**src/rtl/jtdsp16_pkg.sv**
```systemverilog
// Shared definitions for the jtdsp16 serial I/O blocks.
//   sio_state_e  : receive FSM state encoding (idle / shifting a frame)
//   SIO_W16_LAST : bit count of the final bit in a 16-bit frame
//   SIO_W8_LAST  : bit count of the final bit in an 8-bit frame
package jtdsp16_pkg;

  typedef enum logic {
    SioIdle  = 1'b0,
    SioShift = 1'b1
  } sio_state_e;

  localparam int unsigned SIO_W16_LAST = 15;
  localparam int unsigned SIO_W8_LAST  = 7;

endpackage

```
**src/rtl/jtdsp16_sync2.sv**
```systemverilog
// Two-flop synchronizer with rising-edge detect for an asynchronous input.
// Ports:
//   clk  - system clock
//   rst  - synchronous active-high reset, clears all flops
//   d    - asynchronous input
//   q    - synchronized level (second stage)
//   rise - one-cycle pulse: synchronized level is 1 and was 0 the cycle before
module jtdsp16_sync2 (
  input  logic clk,
  input  logic rst,
  input  logic d,
  output logic q,
  output logic rise
);

  logic s1_q, s1_d;
  logic s2_q, s2_d;
  logic prev_q, prev_d;

  always_comb begin
    s1_d   = d;
    s2_d   = s1_q;
    prev_d = s2_q;
  end

  always_ff @(posedge clk) begin
    if (rst) begin
      s1_q   <= 1'b0;
      s2_q   <= 1'b0;
      prev_q <= 1'b0;
    end else begin
      s1_q   <= s1_d;
      s2_q   <= s2_d;
      prev_q <= prev_d;
    end
  end

  assign q    = s2_q;
  assign rise = s2_q & ~prev_q;

endmodule

```
**src/rtl/jtdsp16_sio_rx.sv**
```systemverilog
// Serial input receiver for the jtdsp16 SIO.
// A frame starts on an ild rising edge; bits on di are shifted MSB-first on
// each ick rising edge. When the last bit arrives the word is copied to
// sdx_dout and ibf is set. Completing a word while ibf is still set sets the
// sticky ovr flag. A CPU read (sdx_rd qualified by cen) clears ibf and ovr.
// Ports:
//   clk, rst  - system clock, synchronous active-high reset
//   cen       - CPU-rate enable, qualifies sdx_rd only
//   di        - serial data (async)
//   ick, ild  - serial bit clock and frame load (async)
//   ilen      - word length: 0 = 16 bits, 1 = 8 bits
//   sdx_rd    - CPU read strobe
//   sdx_dout  - received word (8-bit words zero-extended)
//   ibf, ovr  - buffer full and sticky overrun flags
// Build option: define JTDSP16_SIO_BYTE_EN to honour ilen; otherwise every
// frame is 16 bits and ilen is ignored.
module jtdsp16_sio_rx
  import jtdsp16_pkg::*;
(
  input  logic        clk,
  input  logic        rst,
  input  logic        cen,
  input  logic        di,
  input  logic        ick,
  input  logic        ild,
  input  logic        ilen,
  input  logic        sdx_rd,
  output logic [15:0] sdx_dout,
  output logic        ibf,
  output logic        ovr
);

  logic ick_s, ick_rise;
  logic ild_s, ild_rise;

  jtdsp16_sync2 u_sync_ick (
    .clk  (clk),
    .rst  (rst),
    .d    (ick),
    .q    (ick_s),
    .rise (ick_rise)
  );

  jtdsp16_sync2 u_sync_ild (
    .clk  (clk),
    .rst  (rst),
    .d    (ild),
    .q    (ild_s),
    .rise (ild_rise)
  );

  // Plain synchronizer for data; same depth as ick so data lines up with its edge.
  logic di_s1_q, di_s1_d;
  logic di_s2_q, di_s2_d;

  sio_state_e  state_q, state_d;
  logic [3:0]  cnt_q, cnt_d;
  logic [15:0] sr_q, sr_d;
  logic [15:0] dout_q, dout_d;
  logic        ibf_q, ibf_d;
  logic        ovr_q, ovr_d;
  logic        rd;
  logic [3:0]  last_cnt;
  logic [15:0] shifted;
  logic [15:0] word;

`ifdef JTDSP16_SIO_BYTE_EN
  // Word length latched at frame start so mid-frame ilen changes are ignored.
  logic len8_q, len8_d;
  assign last_cnt = len8_q ? 4'(SIO_W8_LAST) : 4'(SIO_W16_LAST);
  assign word     = len8_q ? {8'h00, shifted[7:0]} : shifted;
`else
  logic unused_ilen;
  assign unused_ilen = ilen ^ ick_s ^ ild_s;
  assign last_cnt    = 4'(SIO_W16_LAST);
  assign word        = shifted;
`endif

  assign rd      = sdx_rd & cen;
  assign shifted = {sr_q[14:0], di_s2_q};

  always_comb begin
    di_s1_d = di;
    di_s2_d = di_s1_q;
    state_d = state_q;
    cnt_d   = cnt_q;
    sr_d    = sr_q;
    dout_d  = dout_q;
    ibf_d   = ibf_q;
    ovr_d   = ovr_q;
`ifdef JTDSP16_SIO_BYTE_EN
    len8_d  = len8_q;
`endif
    if (rd) begin
      ibf_d = 1'b0;
      ovr_d = 1'b0;
    end
    // ild outranks a same-cycle ick edge, which is dropped.
    if (ild_rise) begin
      state_d = SioShift;
      cnt_d   = 4'd0;
      sr_d    = 16'd0;
`ifdef JTDSP16_SIO_BYTE_EN
      len8_d  = ilen;
`endif
    end else if (state_q == SioShift && ick_rise) begin
      sr_d  = shifted;
      cnt_d = cnt_q + 4'd1;
      if (cnt_q == last_cnt) begin
        state_d = SioIdle;
        dout_d  = word;
        ibf_d   = 1'b1;
        // A same-cycle read consumes the old word, so no overrun.
        if (ibf_q && !rd) ovr_d = 1'b1;
      end
    end
  end

  always_ff @(posedge clk) begin
    if (rst) begin
      di_s1_q <= 1'b0;
      di_s2_q <= 1'b0;
      state_q <= SioIdle;
      cnt_q   <= 4'd0;
      sr_q    <= 16'd0;
      dout_q  <= 16'd0;
      ibf_q   <= 1'b0;
      ovr_q   <= 1'b0;
`ifdef JTDSP16_SIO_BYTE_EN
      len8_q  <= 1'b0;
`endif
    end else begin
      di_s1_q <= di_s1_d;
      di_s2_q <= di_s2_d;
      state_q <= state_d;
      cnt_q   <= cnt_d;
      sr_q    <= sr_d;
      dout_q  <= dout_d;
      ibf_q   <= ibf_d;
      ovr_q   <= ovr_d;
`ifdef JTDSP16_SIO_BYTE_EN
      len8_q  <= len8_d;
`endif
    end
  end

  assign sdx_dout = dout_q;
  assign ibf      = ibf_q;
  assign ovr      = ovr_q;

endmodule

```
**config.mk**
```make
export PLATFORM = sky130hd
export DESIGN_NAME = jtdsp16_sio_rx
export DESIGN_NICKNAME = d
export VERILOG_FILES = /design/src/rtl/jtdsp16_pkg.sv /design/src/rtl/jtdsp16_sync2.sv /design/src/rtl/jtdsp16_sio_rx.sv
export SDC_FILE = /design/constraint.sdc
export NUM_CORES = 1
export LEC_CHECK = 0
export CORE_MARGIN = 2
export CORE_UTILIZATION = 52
export CTS_BUF_LIST = sky130_fd_sc_hd__clkbuf_16
export DETAILED_ROUTE_END_ITERATION = 10
export PLACE_DENSITY = 0.81
export SYNTH_ARGS = -nofsm -noshare
export SYNTH_HDL_FRONTEND = slang
export SYNTH_SLANG_ARGS = --single-unit
```
**constraint.sdc**
```tcl
create_clock -name clk -period 1.8 [get_ports clk]
set_clock_uncertainty 0.1 [all_clocks]
set_input_delay 0.45 -clock clk [delete_from_list [all_inputs] [get_ports clk]]
set_output_delay 0.45 -clock clk [all_outputs]
set_load 0.01 [all_outputs]
```
# ---- After elaboration in Yosys (flattened, before gate mapping)
# Index checks and enable logic that the tools add are counted.
# W data, S select, Z words.
dict set report totals {
  ff_bits 46
  latch_bits 0
  mem_bits_rw 0
  mem_bits_ro 0
  in_bits 8
  out_inout_bits 18
  wordCells 42
  memories 0
}
dict set report classes {
  add_sub_neg 1
  multipliers 0
  n_div 0
  magnitude_cmp 0
  n_eq_ne 1
  shift 0
  n_mux 12
  n_bitwise 6
  n_reduce_logical 8
}
# cell count
set ops {}
lappend ops {{$mux W1} 12}
lappend ops {{$add A4 B1 Y4 const B} 1}
lappend ops {{$eq A4 B4 Y1 const B} 1}
lappend ops {{$reduce_bool A2 Y1} 2}
lappend ops {{$and A1 B1 Y1} 3}
lappend ops {{$not A1 Y1} 3}
lappend ops {{$reduce_and A3 Y1} 1}
lappend ops {{$logic_and A1 B1 Y1} 2}
lappend ops {{$reduce_and A2 Y1} 1}
lappend ops {{$reduce_or A2 Y1} 1}
lappend ops {{$logic_not A1 Y1} 1}

# ---- Longest topological paths before layout
# Gate-level depths: netlist of run 1.
dict set report depth {
  ltp_word 7
  mapped_depth 6
  mapped_depth_nobuf 4
}

# ---- Cells and area by module
# A second synthesis of run 1 with hierarchy kept.
dict set report unflattened {
  cells_unflattened 188
  hier_area_um2 1764.2
}
# mod instances cells_each area_per_inst_um2 seq_area_each_um2
set modules_own_cells {}
lappend modules_own_cells {jtdsp16_sio_rx 1 174 1589.0 800.8}
lappend modules_own_cells {jtdsp16_sync2 2 7 87.6 60.1}

# ---- Least setup slack after synthesis of run 1
# Ideal clock, no wire load.
dict set report synth_timing {
  path_kind {register to register}
  start {register cnt_q[0]}
  end {register dout_q[10], in the netlist sdx_dout[10]}
  setup_time_ps 72
  arrival_time_ps 1180
  required_time_ps 1628
  setup_slack_ps 448
  path_stages_with_launch 7
  path_buffers 2
  synth_period_minus_slack_ps 1352
  path_cell_list {dfxtp_1 > ha_1 > nand3_1 > nor3_2 > buf_6 > buf_12 > mux2i_1}
}
dict set report synth_via {
  elab_chain_cells 2
}
# item line_no
set synth_rtl {}
lappend synth_rtl {{start, declared} jtdsp16_sio_rx.sv:57} ;# logic [3:0] cnt_q, cnt_d;
lappend synth_rtl {{start signal, assigned} jtdsp16_sio_rx.sv:136} ;# cnt_q <= cnt_d;
lappend synth_rtl {{$eq A4 B4 Y1} jtdsp16_sio_rx.sv:109} ;# if (cnt_q == last_cnt) begin
lappend synth_rtl {{$reduce_and A3 Y1 (no source line)} -}
lappend synth_rtl {{end signal, assigned} jtdsp16_sio_rx.sv:138} ;# dout_q <= dout_d;
lappend synth_rtl {{end, declared} jtdsp16_sio_rx.sv:59} ;# logic [15:0] dout_q, dout_d;
# Every way passes these cells.
# A chain may end at the register's enable or synchronous reset.

# ---- Final worst setup path of run 1
dict set report layout_timing {
  start {register dout_q[3], in the netlist sdx_dout[3]}
  end {output port sdx_dout[3]}
}
# item line_no
set layout_rtl {}
lappend layout_rtl {{end, declared} jtdsp16_sio_rx.sv:28} ;# output logic [15:0] sdx_dout,
# No word-level cell between the ends.

==> results of run 1 <==
[worst min-delay path by stage]
| stage | cells past startpoint | to | slack [ns] | from |
|---|---|---|---|---|
| after floorplan | 1 | di_s2_q | 0.31 | di_s1_q |
| after global placement | 1 | u_sync_ild.q | 0.32 | u_sync_ild.s1_q |
| after detailed placement | 1 | u_sync_ild.q | 0.33 | u_sync_ild.s1_q |
| after CTS | 1 | di_s2_q | 0.34 | di_s1_q |
| after global routing | 1 | u_sync_ild.q | 0.35 | u_sync_ild.s1_q |
| final | 1 | di_s2_q | 0.34 | di_s1_q |
[placed cells by master (no fill, tap or decap), types with 2 or more instances in the layout]
master	n
nor2_1	2
nand2_1	64
clkbuf_16	5
nand3_1	2
dfxtp_1	46
nor2b_1	9
mux2i_1	16
clkinv_1	3
o21ai_0	2
a21oi_1	19
or3_1	2
buf_4	5
clkdlybuf4s50_1	24
[metrics by stage]
stage | TNS [ns] | power, mW
6_report | 0 | 1.92
5_1_grt | 0 | 1.99
4_1_cts | 0 | 1.94
3_5_place_dp | -0.198 | 1.11
3_3_place_gp | 0 | 1.11
2_1_floorplan | 0 | 1.09
[state kept, by name, summed over array words and instances (netlist names)]
signal / flops
sdx_dout: 16
sr_q: 15
cnt_q: 4
di_s1_q: 1
di_s2_q: 1
ibf: 1
ovr: 1
state_q: 1
u_sync_ick.prev_q: 1
u_sync_ick.q: 1
u_sync_ick.s1_q: 1
u_sync_ild.prev_q: 1
u_sync_ild.q: 1
u_sync_ild.s1_q: 1
[layout make-up]
cell class,count,area (µm²)
Multi-Input combinational cell,127,699
Tap cell,44,55.1
Clock buffer,5,125
Fill cell,257,986
Clock inverter,3,11.3
Inverter,2,7.51
Sequential cell,46,921
Timing Repair Buffer,30,298
[power groups by stage]
stage          sequential (mW)  combinational, mW  clock (mW)
2_1_floorplan             1.05             0.0343           0
3_3_place_gp              1.05             0.0537           0
3_5_place_dp              1.05             0.0553           0
4_1_cts                   1.03             0.0556       0.855
5_1_grt                   1.03             0.0607       0.900
6_report                  1.03             0.0550       0.837
[kinds of logic after synthesis]
group | after synthesis | share of synthesized area
buffers and inverters | 14 | 0.0563
AOI/OAI and AO/OA | 25 | 0.0783
xor gates and xnor gates | 1 | 0.00512
and+or+nand+nor | 84 | 0.221
muxes | 16 | 0.0936
DFF | 46 | 0.538
adders and majority gates | 1 | 0.00731
[routing by layer]
layer / global-route usage / part of all wire
met1: 0.214 / 0.41
met2: 0.324 / 0.52
met3: 0.0504 / 0.047
met4: 0.0729 / 0.018
met5: 0 / 0
==> out/metrics.cfg, run 1 <==
[grt]
grt_overflow = 0
grt_pass1_vias = 1191
grt_pass1_wl_um = 5070
grt_max_degree = 35
antenna_found_initial = 0
globalRouteTotalUtil = 0.185

[yosys]
syn-num-nets = 196
synth_area_per_cell_um2 = 9.15
yosysWarnings = 0
synth_edf_count = 0
syn_inst = 187
synth_top_area_cell = dfxtp_1
synth_top_area_share = 0.538
synth_common_cells = nand2_1 (64), dfxtp_1 (46), a21oi_1 (19), mux2i_1 (16), nor2b_1 (9)
synth.most_common_cell = nand2_1
syn_area_um2 = 1710
dominantRegCellSynth = dfxtp_1
yosys-top-cells-area = dfxtp_1 (54%), nand2_1 (14%), mux2i_1 (9.4%)
synth_cell_type_count = 27
ys_seq_elements = 46
async_flop_share = 0
seq_area_frac_synth = 0.538

[flow_run]
drv_cap = 0

[setup_path]
critical_path_required_ns = 1.25
max_stage_delay_ns = 0.54
endpoint_kind = primary output
worstReg2RegStart = state_q
regToRegSetupSlack_ns = 0.31
endpoint = sdx_dout[3]
r2r_end = sdx_dout[7]
start_kind = register
arrival_ns = 1.16
critical-path-top-delay-family = buffers and inverters
crit_path_top_delay_cell = clkdlybuf4s50_1
cp_cell_sequence = clkdlybuf4s50_1
path_class = reg -> out
crit_cells = 1
crit_path_max_fanout = 2
r2r_cells = 4
critical_path_buf_inv_count = 1
crit_start = sdx_dout[3]

[hold_path]
hold_path_class = reg -> reg

[placed_design]
pre_cts_ws_ns = -0.0518
port-buffer-count = 24
dpl_cell_area_um2 = 1980
place.gp.congestion = 0.714
dp_hpwl_um = 2050
dp.cells = 249

[drt]
vias = 1302
first_pass_iters = 4
drt_iter0_drc = 76
vias_per_cell = 5.07
drt.antenna.violating_nets = 0
drc_errors = 0
detail_route.wl_per_cell_um = 11.9
drt-total-wl_um = 3060

[final_layout]
post-route-util = 0.682
drive_gt1_frac = 0.0657
area_growth_pct = 23.8
fin_area_um2 = 2120
fin_nets = 221
final_cells = 257
diodes = 0

[pwr]
power_frac_clock = 0.435
peakVddDrop_mv = 0.603
p_sw_mw = 0.373
power_leakage_nw = 0.730
powerDensity_nw_per_um2 = 908
power_frac_comb = 0.029
switching_share = 0.194
seqPwrFrac = 0.536
internal_power_mw = 1.55

[floorplanning]
ios = 26
core_area_um2 = 3100
dieArea_um2 = 3760
die_w_um = 61.4
rows = 20
start_util = 0.551
die_y_um = 61.4

[sta]
setup_viol_count_final = 0
worst_pin_slew_ns = 0.495
slew_viol_final = 0
setup_ws_ns = 0.0886
finalCritPeriodShare = 0.951
rsz0062_at_grt = false
hold_violations = 0
slew_headroom = 0.669
fmax_mhz = 584
fin_crit_ns = 1.71
holdWs_ns = 0.338

[cts]
ctsHoldBuffers = 0
post_cts_buffers = 0
cts_buffers = 5
cts_sinks = 46
htreeDepth = 2
cts.repair.resized = 0
cts_root_buffer = clkbuf_16
clockBufferDepth = 2
cts_tree = yes
clk_pin_slew_ns = 0.06
clock_latency_ns = 0.28

[run_status]
status = completed

No activity file was read; power rests on OpenSTA's default activity.
==> inputs of run 2 (changes only) <==
--- a/config.mk
+++ b/config.mk
@@ -5,11 +5,13 @@
 export SDC_FILE = /design/constraint.sdc
 export NUM_CORES = 1
 export LEC_CHECK = 0
+export CELL_PAD_IN_SITES_DETAIL_PLACEMENT = 0
+export CELL_PAD_IN_SITES_GLOBAL_PLACEMENT = 1
 export CORE_MARGIN = 2
-export CORE_UTILIZATION = 52
+export CORE_UTILIZATION = 39
 export CTS_BUF_LIST = sky130_fd_sc_hd__clkbuf_16
 export DETAILED_ROUTE_END_ITERATION = 10
-export PLACE_DENSITY = 0.81
+export PLACE_DENSITY = 0.8
 export SYNTH_ARGS = -nofsm -noshare
 export SYNTH_HDL_FRONTEND = slang
 export SYNTH_SLANG_ARGS = --single-unit
==> run 2 against run 1 <==
First-iteration DRC count fell by 32%. Flip-flop and latch count did not move. Count of clock-buffer cells in the layout did not move. Via count fell by 4.0%. Hold slack improved by 0.0056 ns. Combinational power rose by 9.6%. Power rose by 0.99%. Critical endpoint is now ibf. Largest cell class unchanged.
==> out/metrics.cfg, run 2 (synthesis gave the netlist of run 1 again) <==
[run_status]
status = completed

[floorplanning]
die_y_um = 70.2
core_area_um2 = 4290
ios = 26
dieArea_um2 = 4930
die_w_um = 70.2
rows = 24
start_util = 0.398

[pwr]
peakVddDrop_mv = 0.430
powerDensity_nw_per_um2 = 909
power_leakage_nw = 0.743
total_power_mw = 1.94

[placed_design]
place.gp.congestion = 0.716
port-buffer-count = 24
dp.cells = 258
dp_hpwl_um = 1820
pre_cts_ws_ns = -0.0428

[cts]
htreeDepth = 2
post_cts_buffers = 0
cts_root_buffer = clkbuf_16
cts.repair.resized = 0
cts_sinks = 46
clock_latency_ns = 0.28
cts_tree = yes
clockBufferDepth = 2
clk_pin_slew_ns = 0.06
ctsHoldBuffers = 0
cts_buffers = 5

[final_layout]
area_growth_pct = 24.9
mostFrequentLayoutCells = nand2_1 (64), dfxtp_1 (46), clkdlybuf4s50_1 (24)
layout_commonest_cell = nand2_1
largest_register_ffs = 16
drive_gt1_frac = 0.0748
fin_nets = 222
final_cells = 266
diodes = 0

[drt]
drt.antenna.violating_nets = 0
drt-total-wl_um = 2810
drc_errors = 0
vias = 1250
vias_per_cell = 4.70
detail_route.wl_per_cell_um = 10.6
first_pass_iters = 4
drt_iter0_drc = 52

[sta]
slew_headroom = 0.643
worst_pin_slew_ns = 0.534
setup_viol_count_final = 0
fmax_mhz = 587
fin_crit_ns = 1.70
hold_violations = 0
slew_viol_final = 0
setup_ws_ns = 0.0963
finalCritPeriodShare = 0.947
rsz0062_at_grt = false

[grt]
gr-usage-met2 = 0.197
grt_max_degree = 35
grt_pass1_wl_um = 4930
grt_overflow = 0
grt_busiest_layer = met2
grt_use_met1 = 0.155
use_met3 = 0.0404
antenna_found_initial = 0
globalRouteTotalUtil = 0.124
grt_pass1_vias = 1115

[setup_path]
arrival_ns = 1.15
crit_path_top_delay_cell = clkdlybuf4s50_1
start_kind = register
cp_cell_sequence = clkdlybuf4s50_1
path_class = reg -> out
critical_path_required_ns = 1.25
critical-path-top-delay-family = buffers and inverters
critical_path_buf_inv_count = 1
max_stage_delay_ns = 0.54
endpoint_kind = primary output
crit_path_max_fanout = 3

[hold_path]
hold_path_class = reg -> reg

[flow_run]
drv_cap = 0

## run 2: per-layer routing
metal | vias up | share of wire
met5 | - | 0
met4 | 0 | 0.011
met3 | 5 | 0.046
met2 | 23 | 0.45
met1 | 569 | 0.49
li1 | 653 | -
## run 2: path summary, 6_finish.rpt
path / depth (start not counted) / endpoint / from / slack (ns)
max reg2reg: 5 / sdx_dout[4] / cnt_q[0] / 0.33
min reg2reg: 1 / di_s2_q / di_s1_q / 0.34
min: 1 / di_s2_q / di_s1_q / 0.34
max: 1 / ibf / ibf / 0.1
## run 2: report_power, final
group | switching, mW | internal [mW] | leakage (nW)
clock | 0.349 | 0.501 | 0.0724
combinational | 0.0325 | 0.0278 | 0.298
sequential | 0.00432 | 1.03 | 0.372
total | 0.386 | 1.56 | 0.743
## run 2: layout make-up
cell class | count | area (µm²)
Tap cell | 52 | 65.1
Clock inverter | 3 | 12.5
Inverter | 2 | 7.51
Timing Repair Buffer | 31 | 305
Clock buffer | 5 | 125
Multi-Input combinational cell | 127 | 699
Fill cell | 447 | 2160
Sequential cell | 46 | 921
## run 2: through the flow
| stage | utilization | hold WS (ns) | setup TNS [ns] | cell area [µm²] |
|---|---|---|---|---|
| after global routing | 0.497 | 0.357 | 0 | 2140 |
| after global placement | 0.465 | 0.317 | -0.0200 | 2000 |
| after detailed placement | 0.465 | 0.322 | -0.307 | 2000 |
| after floorplan | - | 0.314 | 0 | 1710 |
| after CTS | 0.497 | 0.347 | 0 | 2140 |
| final | 0.497 | 0.344 | 0 | 2140 |
